## src/rtl/resp_push_pkg.sv

```systemverilog
// rtl/resp_push_pkg.sv - shared types, constants and helpers for the R-response push path
// Contents:
//   state_t          push FSM states (IDLE, PUSH, ERR)
//   RESP_OKAY/SLVERR AXI RRESP encodings
//   cnt_mode_t       up/down counter direction (UP, DOWN)
//   TRUE/FALSE       single-bit boolean constants for counter controls
//   beats_from_len   completion length in DW -> number of R beats
package resp_push_pkg;

    typedef enum logic [1:0] {
        IDLE = 2'd0,
        PUSH = 2'd1,
        ERR  = 2'd2
    } state_t;

    localparam logic [1:0] RESP_OKAY   = 2'b00;
    localparam logic [1:0] RESP_SLVERR = 2'b10;

    typedef enum logic {
        UP   = 1'b0,
        DOWN = 1'b1
    } cnt_mode_t;

    localparam logic TRUE  = 1'b1;
    localparam logic FALSE = 1'b0;

    // A zero length field means the maximum encodable length (2**len_width DW).
    function automatic int unsigned beats_from_len(
        input int unsigned len,
        input int unsigned len_width,
        input int unsigned dw_per_beat
    );
        int unsigned len_dw;
        len_dw = (len == 0) ? (32'd1 << len_width) : len;
        return (len_dw + dw_per_beat - 1) / dw_per_beat;
    endfunction

endpackage

```

## src/rtl/resp_push_ctrl_if.sv

```systemverilog
// rtl/resp_push_ctrl_if.sv - descriptor, data-buffer and R-FIFO signals of the push controller
// Signals:
//   cpl_*   completion descriptor handshake (valid/ready) and fields
//   buf_*   show-ahead completion data buffer (empty, head data, pop)
//   fifo_*  R-response FIFO push side (full, write enable, RID/RDATA/RRESP/RLAST)
// Modports:
//   master  the push controller
//   slave   the surrounding system (descriptor source, buffer, FIFO)
interface resp_push_ctrl_if #(
    parameter int DATA_WIDTH = 256,
    parameter int ID_WIDTH   = 4,
    parameter int LEN_WIDTH  = 10
);
    logic                  cpl_valid;
    logic                  cpl_ready;
    logic [ID_WIDTH-1:0]   cpl_id;
    logic [LEN_WIDTH-1:0]  cpl_length;
    logic                  cpl_err;
    logic                  cpl_last;

    logic                  buf_empty;
    logic [DATA_WIDTH-1:0] buf_data;
    logic                  buf_rd_en;

    logic                  fifo_full;
    logic                  fifo_wr_en;
    logic [ID_WIDTH-1:0]   fifo_id;
    logic [DATA_WIDTH-1:0] fifo_data;
    logic [1:0]            fifo_resp;
    logic                  fifo_last;

    modport master (
        input  cpl_valid, cpl_id, cpl_length, cpl_err, cpl_last,
        input  buf_empty, buf_data, fifo_full,
        output cpl_ready, buf_rd_en,
        output fifo_wr_en, fifo_id, fifo_data, fifo_resp, fifo_last
    );

    modport slave (
        output cpl_valid, cpl_id, cpl_length, cpl_err, cpl_last,
        output buf_empty, buf_data, fifo_full,
        input  cpl_ready, buf_rd_en,
        input  fifo_wr_en, fifo_id, fifo_data, fifo_resp, fifo_last
    );
endinterface

```

## src/rtl/up_down_counter.sv

```systemverilog
// rtl/up_down_counter.sv - loadable saturating up/down counter
// Ports:
//   clk, resetn  clock, synchronous active-low reset (clears count)
//   en           step one in the direction given by mode
//   load         load load_count (takes priority over en)
//   load_count   value to load
//   mode         UP or DOWN
//   count        current count
module up_down_counter
    import resp_push_pkg::*;
#(
    parameter int MAX_COUNT = 255,
    parameter int WIDTH     = $clog2(MAX_COUNT + 1)
) (
    input  logic             clk,
    input  logic             resetn,
    input  logic             en,
    input  logic             load,
    input  logic [WIDTH-1:0] load_count,
    input  cnt_mode_t        mode,
    output logic [WIDTH-1:0] count
);
    logic [WIDTH-1:0] count_q;
    logic [WIDTH-1:0] count_d;

    // Saturates at 0 and MAX_COUNT so it can never wrap.
    always_comb begin
        count_d = count_q;
        if (load) begin
            count_d = load_count;
        end else if (en) begin
            if (mode == DOWN) begin
                if (count_q != '0) count_d = count_q - WIDTH'(1);
            end else begin
                if (count_q != WIDTH'(MAX_COUNT)) count_d = count_q + WIDTH'(1);
            end
        end
    end

    always_ff @(posedge clk) begin
        if (!resetn) count_q <= '0;
        else         count_q <= count_d;
    end

    assign count = count_q;
endmodule

```

## src/rtl/resp_push_ctrl.sv

```systemverilog
// rtl/resp_push_ctrl.sv - splits completions into AXI R beats and pushes them into the R FIFO
// Ports:
//   clk   clock
//   arst  synchronous active-low reset; all bus outputs are forced to 0 while low
//   bus   resp_push_ctrl_if.master: descriptor in, buffer pop, R FIFO push
module resp_push_ctrl
    import resp_push_pkg::*;
#(
    parameter int DATA_WIDTH = 256,
    parameter int ID_WIDTH   = 4,
    parameter int LEN_WIDTH  = 10,
    parameter int CNT_WIDTH  = $clog2(1024 / (DATA_WIDTH / 32)) + 1
) (
    input  logic              clk,
    input  logic              arst,
    resp_push_ctrl_if.master  bus
);
    localparam int DW_PER_BEAT = DATA_WIDTH / 32;
    localparam int MAX_COUNT   = 2**CNT_WIDTH - 1;

    state_t                state_q, state_d;
    logic [ID_WIDTH-1:0]   id_q, id_d;
    logic                  last_q, last_d;

    logic                  cnt_en;
    logic                  cnt_load;
    logic [CNT_WIDTH-1:0]  cnt_load_count;
    cnt_mode_t             cnt_mode;
    logic [CNT_WIDTH-1:0]  count;

    logic                  push;
    logic                  cpl_ready_o;
    logic                  buf_rd_en_o;
    logic                  fifo_wr_en_o;
    logic [ID_WIDTH-1:0]   fifo_id_o;
    logic [DATA_WIDTH-1:0] fifo_data_o;
    logic [1:0]            fifo_resp_o;
    logic                  fifo_last_o;

    up_down_counter #(
        .MAX_COUNT (MAX_COUNT),
        .WIDTH     (CNT_WIDTH)
    ) u_beat_cnt (
        .clk        (clk),
        .resetn     (arst),
        .en         (cnt_en),
        .load       (cnt_load),
        .load_count (cnt_load_count),
        .mode       (cnt_mode),
        .count      (count)
    );

    always_comb begin
        state_d        = state_q;
        id_d           = id_q;
        last_d         = last_q;
        cnt_en         = FALSE;
        cnt_load       = FALSE;
        cnt_load_count = '0;
        cnt_mode       = DOWN;
        push           = 1'b0;
        cpl_ready_o    = 1'b0;
        buf_rd_en_o    = 1'b0;
        fifo_wr_en_o   = 1'b0;
        fifo_id_o      = '0;
        fifo_data_o    = '0;
        fifo_resp_o    = RESP_OKAY;
        fifo_last_o    = 1'b0;

        case (state_q)
            IDLE: begin
                cpl_ready_o = 1'b1;
                if (bus.cpl_valid) begin
                    id_d           = bus.cpl_id;
                    last_d         = bus.cpl_last;
                    cnt_load       = TRUE;
                    cnt_load_count = CNT_WIDTH'(beats_from_len(32'(bus.cpl_length),
                                                               LEN_WIDTH, DW_PER_BEAT));
                    state_d        = bus.cpl_err ? ERR : PUSH;
                end
            end
            PUSH: begin
                // Buffer is show-ahead: the head word is valid whenever not empty,
                // so pop and push happen in the same cycle.
                push         = !bus.fifo_full && !bus.buf_empty;
                fifo_wr_en_o = push;
                buf_rd_en_o  = push;
                fifo_id_o    = id_q;
                fifo_data_o  = bus.buf_data;
                fifo_last_o  = last_q && (count == CNT_WIDTH'(1));
                cnt_en       = push;
                if (push && count == CNT_WIDTH'(1)) state_d = IDLE;
            end
            ERR: begin
                // Error completions carry no payload: one zero-data SLVERR beat
                // closes the response regardless of the request's last flag.
                fifo_wr_en_o = !bus.fifo_full;
                fifo_id_o    = id_q;
                fifo_resp_o  = RESP_SLVERR;
                fifo_last_o  = 1'b1;
                if (!bus.fifo_full) state_d = IDLE;
            end
            default: begin
                state_d = IDLE;
            end
        endcase

        // Hold everything quiet while reset is asserted, even mid-burst.
        if (!arst) begin
            cnt_en       = FALSE;
            cnt_load     = FALSE;
            cpl_ready_o  = 1'b0;
            buf_rd_en_o  = 1'b0;
            fifo_wr_en_o = 1'b0;
            fifo_id_o    = '0;
            fifo_data_o  = '0;
            fifo_resp_o  = RESP_OKAY;
            fifo_last_o  = 1'b0;
        end
    end

    always_ff @(posedge clk) begin
        if (!arst) begin
            state_q <= IDLE;
            id_q    <= '0;
            last_q  <= 1'b0;
        end else begin
            state_q <= state_d;
            id_q    <= id_d;
            last_q  <= last_d;
        end
    end

    assign bus.cpl_ready  = cpl_ready_o;
    assign bus.buf_rd_en  = buf_rd_en_o;
    assign bus.fifo_wr_en = fifo_wr_en_o;
    assign bus.fifo_id    = fifo_id_o;
    assign bus.fifo_data  = fifo_data_o;
    assign bus.fifo_resp  = fifo_resp_o;
    assign bus.fifo_last  = fifo_last_o;
endmodule

```

## src/flat_wrapper.sv

```systemverilog
// flat-port wrapper written by rule: the top's interface ports become plain ports
module resp_push_ctrl_flat import resp_push_pkg::*;
#(
    parameter int DATA_WIDTH = 256,
    parameter int ID_WIDTH   = 4,
    parameter int LEN_WIDTH  = 10,
    parameter int CNT_WIDTH  = $clog2(1024 / (DATA_WIDTH / 32)) + 1
)
  (clk, arst, bus_cpl_valid, bus_cpl_id, bus_cpl_length, bus_cpl_err, bus_cpl_last, bus_buf_empty, bus_buf_data, bus_fifo_full, bus_cpl_ready, bus_buf_rd_en, bus_fifo_wr_en, bus_fifo_id, bus_fifo_data, bus_fifo_resp, bus_fifo_last);
  resp_push_ctrl_if #(.DATA_WIDTH(DATA_WIDTH), .ID_WIDTH(ID_WIDTH), .LEN_WIDTH(LEN_WIDTH)) bus_i ();
  input  logic clk;
  input  logic arst;
  input wire logic [$bits(bus_i.cpl_valid)-1:0] bus_cpl_valid;
  input wire logic [$bits(bus_i.cpl_id)-1:0] bus_cpl_id;
  input wire logic [$bits(bus_i.cpl_length)-1:0] bus_cpl_length;
  input wire logic [$bits(bus_i.cpl_err)-1:0] bus_cpl_err;
  input wire logic [$bits(bus_i.cpl_last)-1:0] bus_cpl_last;
  input wire logic [$bits(bus_i.buf_empty)-1:0] bus_buf_empty;
  input wire logic [$bits(bus_i.buf_data)-1:0] bus_buf_data;
  input wire logic [$bits(bus_i.fifo_full)-1:0] bus_fifo_full;
  output wire logic [$bits(bus_i.cpl_ready)-1:0] bus_cpl_ready;
  output wire logic [$bits(bus_i.buf_rd_en)-1:0] bus_buf_rd_en;
  output wire logic [$bits(bus_i.fifo_wr_en)-1:0] bus_fifo_wr_en;
  output wire logic [$bits(bus_i.fifo_id)-1:0] bus_fifo_id;
  output wire logic [$bits(bus_i.fifo_data)-1:0] bus_fifo_data;
  output wire logic [$bits(bus_i.fifo_resp)-1:0] bus_fifo_resp;
  output wire logic [$bits(bus_i.fifo_last)-1:0] bus_fifo_last;
  assign bus_i.cpl_valid = bus_cpl_valid;
  assign bus_i.cpl_id = bus_cpl_id;
  assign bus_i.cpl_length = bus_cpl_length;
  assign bus_i.cpl_err = bus_cpl_err;
  assign bus_i.cpl_last = bus_cpl_last;
  assign bus_i.buf_empty = bus_buf_empty;
  assign bus_i.buf_data = bus_buf_data;
  assign bus_i.fifo_full = bus_fifo_full;
  assign bus_cpl_ready = bus_i.cpl_ready;
  assign bus_buf_rd_en = bus_i.buf_rd_en;
  assign bus_fifo_wr_en = bus_i.fifo_wr_en;
  assign bus_fifo_id = bus_i.fifo_id;
  assign bus_fifo_data = bus_i.fifo_data;
  assign bus_fifo_resp = bus_i.fifo_resp;
  assign bus_fifo_last = bus_i.fifo_last;
  resp_push_ctrl #(.DATA_WIDTH(DATA_WIDTH), .ID_WIDTH(ID_WIDTH), .LEN_WIDTH(LEN_WIDTH), .CNT_WIDTH(CNT_WIDTH)) u_core (.clk(clk), .arst(arst), .bus(bus_i));
endmodule
```

## config.mk

```make
export PLATFORM = sky130hd
export DESIGN_NAME = resp_push_ctrl_flat
export DESIGN_NICKNAME = d
export VERILOG_FILES = /design/src/rtl/resp_push_pkg.sv /design/src/rtl/resp_push_ctrl_if.sv /design/src/rtl/up_down_counter.sv /design/src/rtl/resp_push_ctrl.sv /design/src/flat_wrapper.sv
export SDC_FILE = /design/constraint.sdc
export NUM_CORES = 1
export LEC_CHECK = 0
export CORE_AREA = 4 4 209 211
export DETAILED_ROUTE_END_ITERATION = 8
export DIE_AREA = 0 0 213 215
export PLACE_DENSITY_LB_ADDON = 0.2
export SLEW_MARGIN = 20
export SYNTH_ARGS = -nofsm -noshare
export SYNTH_HDL_FRONTEND = slang
export SYNTH_HIERARCHICAL = 1
export SYNTH_SLANG_ARGS = --single-unit
export TNS_END_PERCENT = 100
```

## constraint.sdc

```tcl
create_clock -name clk -period 2 [get_ports clk]
set_input_delay 0.3 -clock clk [delete_from_list [all_inputs] [get_ports clk]]
set_output_delay 0.3 -clock clk [all_outputs]
set_load 0.03 [all_outputs]
```

# After elaboration in Yosys (flattened, before gate mapping)
# Index checks and enable logic that the tools add are counted.
dict set report classes {
  add_sub_neg 3
  muxes 28
  n_eq_ne 6
  n_reduce_logical 14
}
# operator count
set ops {}
lappend ops {{256-bit 2-to-1 mux} 2}
lappend ops {{8-bit 2-to-1 mux} 5}
lappend ops {{2-bit 2-to-1 mux} 6}
lappend ops {{11-bit by 4-bit adder with 11-bit output (second input constant)} 1}
lappend ops {{11-bit 2-to-1 mux} 1}
lappend ops {{11-bit by 1-bit subtractor with 11-bit output (second input constant)} 1}
lappend ops {{10-bit logical NOT} 1}
lappend ops {{1-bit 2-to-1 mux} 9}
lappend ops {{8-bit by 1-bit == test with 1-bit output (second input constant)} 1}
lappend ops {{4-bit 2-to-1 mux} 2}
lappend ops {{8-bit nonzero test} 1}
lappend ops {{8-bit by 1-bit subtractor with 8-bit output (second input constant)} 1}
lappend ops {{2-bit case mux with 3 select lines} 1}
lappend ops {{2-bit inequality test (second input constant)} 2}
lappend ops {{1-bit case mux with 2 select lines} 2}
lappend ops {{2-bit AND reduction} 2}
lappend ops {{2-bit nonzero test} 2}
lappend ops {{1-bit logical AND} 3}
lappend ops {{3-bit AND reduction} 1}
lappend ops {{2-bit by 1-bit == test with 1-bit output (second input constant)} 1}
lappend ops {{2-bit == test (second input constant)} 1}
lappend ops {{1-bit logical NOT} 2}
lappend ops {{2-bit logical NOT} 1}
lappend ops {{2-bit by 1-bit inequality test with 1-bit output (second input constant)} 1}
lappend ops {{2-bit OR reduction} 1}
dict set report totals {
  output_inout_bits 266
  regBits 15
  in_bits 277
  word_cells 55
}

# Longest topological paths before layout
dict set report depth {
  depth_word 7
  mapped_depth 11
  ltp_nobuf 9
}

# Modules after synthesis
# Netlist, hierarchy kept.
# module seq_area_each_um2 area_per_inst_um2 cells_per_inst n_inst
set by_module_without_submodules {}
lappend by_module_without_submodules {resp_push_ctrl 140.1 2447.3 402 1}
lappend by_module_without_submodules {up_down_counter 160.2 759.5 93 1}

# Worst setup path before layout
# Ideal clock, no wire load.
dict set report synth_timing {
  kind {reg-to-reg}
  from {reg u_core.state_q[1]}
  to {reg u_core.u_beat_cnt.count_q[7], in the netlist u_core/u_beat_cnt/count[7]}
  n_path_buf 2
  setup_slack_ns -0.357
  arrival_ns 2.284
  synth_period_minus_slack_ns 2.357
  required_time_ns 1.927
  path_stages_with_launch 11
  setup_ns 0.073
  cell_sequence {dfxtp_1 -> inv_1 -> ha_1 -> buf_2 -> clkbuf_1 -> and3_1 -> inv_1 -> nor2_1 -> o2bb2ai_4 -> or4b_1 -> o211ai_2}
}
dict set report synth_between {
  elab_chain_len 5
  word_cells_on_any_way 11
  cone_classes {eq/ne: 1; mux: 6; reduce/logical: 4}
}
# item line_no
set synth_lines {}
lappend synth_lines {{start, declared} resp_push_ctrl.sv:21} ;# state_t state_q, state_d;
lappend synth_lines {{start signal, assigned} resp_push_ctrl.sv:128} ;# state_q <= state_d;
lappend synth_lines {{2-bit by 1-bit == test with 1-bit output} --}
lappend synth_lines {{1-bit 2-to-1 mux (2 in a row)} --}
lappend synth_lines {{net bus_buf_rd_en} flat_wrapper.sv:22} ;# output wire logic [$bits(bus_i.buf_rd_en)-1:0] bus_buf_rd_en;
lappend synth_lines {{2-bit nonzero test (no source line)} --}
lappend synth_lines {{2-bit AND reduction (no source line)} --}
lappend synth_lines {{end signal, assigned} up_down_counter.sv:42} ;# else count_q <= count_d;
lappend synth_lines {{end, declared} up_down_counter.sv:23} ;# logic [WIDTH-1:0] count_q;
# The timed path passes the listed nets, and every way through them passes these cells.
# A chain may end at the register's enable or synchronous reset.

# Final worst setup path
dict set report layout_timing {
  from {in bus_cpl_length[7]}
  to {reg u_core.u_beat_cnt.count_q[7], in the netlist u_core/u_beat_cnt/count[7]}
}
dict set report layout_between {
  elab_chain_len 7
}
# item line_no
set layout_lines {}
lappend layout_lines {{start, declared} flat_wrapper.sv:15} ;# input wire logic [$bits(bus_i.cpl_length)-1:0] bus_cpl_length;
lappend layout_lines {{10-bit logical NOT} resp_push_pkg.sv:34} ;# len_dw = (len == 0) ? (32'd1 << len_width) : len;
lappend layout_lines {{11-bit 2-to-1 mux *} resp_push_pkg.sv:34}
lappend layout_lines {{11-bit by 4-bit adder with 11-bit output *} resp_push_pkg.sv:35} ;# return (len_dw + dw_per_beat - 1) / dw_per_beat;
lappend layout_lines {{11-bit by 1-bit subtractor with 11-bit output *} resp_push_pkg.sv:35}
lappend layout_lines {{8-bit 2-to-1 mux *} resp_push_ctrl.sv:73} ;# if (bus.cpl_valid) begin
lappend layout_lines {{8-bit 2-to-1 mux *} resp_push_ctrl.sv:70} ;# case (state_q)
lappend layout_lines {{net u_core.cnt_load_count[7]} resp_push_ctrl.sv:27} ;# logic [CNT_WIDTH-1:0] cnt_load_count;
lappend layout_lines {{8-bit 2-to-1 mux *} up_down_counter.sv:29} ;# if (load) begin
# The timed path passes the listed nets; every way through them passes the cells marked *.

==> results.md <==
- Outcome: finished, final reports clean
- Clock sinks: 15
- Initial antenna violation count: 16
- Via count: 5936
- # setup viols final: 0
- Fin Clk Skew: 0.00306 ns
- 1st-pass router iterations: 4
- WL per Instance: 22.8 µm
- FF-to-FF Start: u_core/state_q[1]
- Die span in x: 213 µm
- EDFF count, synth: 0
- Distinct cells, synth: 48
- R2R depth: 10
- DRC: 0
- Reg power frac: 0.125
- Register area share after synthesis: 0.0936
- CTS buffer count: 3
- CP Max Fanout: 2
- CTS Hold Buffers Added: 0
- CP Capture Type: register
- Yosys top cell area share: 0.509
- GPL Wtd Cong: 0.862
- Port Buffers: 541
- Combinational share of power: 0.729
- GR Util All Layers: 0.141
- Leakage: 0.00521 µW
- Worst setup SP type: input pin
- Synth Cell Area: 3210 µm²
- Min Tclk post-route: 1.97 ns
- Fin util: 0.250
- Top cells by area, synth: and3_1 (51%), dfxtp_1 (9.4%), clkbuf_1 (6.6%)
- Worst-path clk slew: 0.05 ns
- Total power: 2710 µW
- Clk pwr share: 0.145
- Largest area contributor in the netlist: and3_1
- Worst skew pair latency: 0.24 ns
- R2r endpoint: u_core/u_beat_cnt/count[7]
- Post-synth top cells: and3_1 (261), clkbuf_1 (56), nand2_1 (21)
- Post-DRT Antenna Nets: 0
- I/O pins: 543
- Layout cell share with drive strength beyond 1: 0.357
- Grt ovf: 0
- PwrDens: 260 nW/µm²
- Initial core utilization: 0.0768
- Vias per cell: 3.75
- RSZ-0062 raised after global routing: true
- Gate Count Post-Synth: 495
- Core Rows: 75
- CTS root buf: clkbuf_16
- Synth-to-Final Area Change: 225%
- Avg Cell Area, Syn: 6.48 µm²
- Worst path required time: 2.17 ns
- Dominant cell by count in the synthesized netlist: and3_1
- H-tree depth: 1
- Most used DFF post-synth: dfxtp_1
- Yosys reg bits: 15
- Nets@finish: 1327
- Yosys warns: 6
- Global-route wire length before repair: 47000 µm
- CP endpoint: u_core/u_beat_cnt/count[7]
- Net Sw Power: 1050 µW
- Setup TNS: 0 ns
- Power Internal: 1660 µW
- VDD IR max: 0.000325 V
- Placed insts: 1561
- Core area: 41800 µm²
- Crit share post-route: 0.985
- Sw frac: 0.389
- Max Freq: 508 MHz
- Max cap viols: 0
- HP Class: in -> reg
- Final WL: 36100 µm
- CTS tree: done
- DRT iter0 DRCs: 232
- Longest Clk Path Bufs: 2
- Max Slew Vio Count: 0
- Hpwl dp: 29200 µm
- Crit path DAT: 2.14 ns
- Die ar.: 45800 µm²
- Largest net degree at the start of global routing: 102
- Non-filler cells, final: 1581
- Synth async-reset ratio: 0
- DIE HEIGHT: 215 µm
- Kind of critical path: in -> reg
- Vias in the first global route: 5882
- Fin. Hold Viols: 0
- R2R setup slack: 0.03 ns
- Beginning of the critical path: bus_cpl_length[7]
[placed cells by master (no fill, tap or decap), types with 6 or more instances in the layout]
| cell type | count |
|---|---|
| buf_12 | 90 |
| buf_6 | 6 |
| nor2_1 | 14 |
| and3_1 | 232 |
| conb_1 | 11 |
| inv_1 | 9 |
| and3_4 | 29 |
| nand3_1 | 11 |
| buf_4 | 208 |
| a21oi_1 | 9 |
| o21ai_0 | 10 |
| ha_1 | 7 |
| dlygate4sd2_1 | 8 |
| xor2_1 | 7 |
| dfxtp_1 | 12 |
| clkdlybuf4s50_1 | 271 |
| nand2_1 | 21 |
[worst min path at each step]
stage	from	endpoint	slack [ns]	cells after the start
detailed placement	u_core/id_q[3]	u_core/id_q[3]	0.45	2
floorplan	bus_cpl_err	u_core/state_q[0]	0.42	1
global route	arst	u_core/id_q[3]	0.40	2
CTS	arst	u_core/id_q[2]	0.40	2
global placement	u_core/id_q[3]	u_core/id_q[3]	0.45	2
finish	arst	u_core/last_q	0.39	2
[critical path, stage by stage]
cell and delay, ns:
buf_6 0.09, or4_4 0.54, nor4_4 0.30, a2bb2oi_2 0.08, nor2_1 0.11, o21ai_1 0.09, or4b_1 0.56, o211ai_2 0.07
[routing by layer]
layer  vias to the layer above  track usage  routed length, µm
met5                         -            0                182
met3                        34       0.0375               2510
met1                      2772        0.160              14000
met2                       222        0.271              19100
li1                       2884            -                  -
met4                        24       0.0105                228
[final cells by class]
type	count	area, µm²
Fill cell	4530	31300
Timing Repair Buffer	595	6460
Inverter	11	41.3
Tap cell	539	674
Antenna cell	3	7.51
Multi-Input combinational cell	414	2860
Sequential cell	15	304
Clock buffer	4	78.8
[power by group through the flow]
stage,logic [µW],registers (µW),clock network (µW)
2_1_floorplan,697,341,0
3_3_place_gp,1860,344,0
3_5_place_dp,1850,344,0
4_1_cts,1950,338,406
5_1_grt,2100,343,418
6_report,1980,340,394
[state kept, by name, summed over array words and instances, names as in the netlist]
register / count
u_core/state_q: 2
u_core/last_q: 1
u_core/u_beat_cnt/count: 8
u_core/id_q: 4
[logic make-up (layout without fill, tap and decap cells)]
group	count (synthesis)	count (layout)	synth area share
AND/OR/NAND/NOR	336	336	0.634
buffers and inverters	75	610	0.0925
AO/OA/AOI/OAI	42	42	0.0936
flip-flops	15	15	0.0936
XOR/XNOR	11	11	0.0300
adder cells (fa/ha/maj)	10	10	0.0414
multiplexers	4	4	0.0129
other	2	14	0.00234
[through the flow]
stage	setup slack, ns	hold slack (ns)	area, µm²
2_1_floorplan	0.00224	0.421	3270
3_3_place_gp	-0.445	0.449	9920
3_5_place_dp	-0.426	0.453	9920
4_1_cts	-0.118	0.399	10200
5_1_grt	-0.0484	0.403	10400
6_report	0.0301	0.395	10400
[repair_timing]
| item | 4_1_cts | 5_1_grt |
|---|---|---|
| gates cloned | 3 | 2 |
| pin swaps | 1 | 10 |
| resized for setup | 24 | 49 |
| setup endpoints to repair | 145 | 84 |
| buffers inserted | 8 | 1 |
Power figures use the tool's default switching activity.
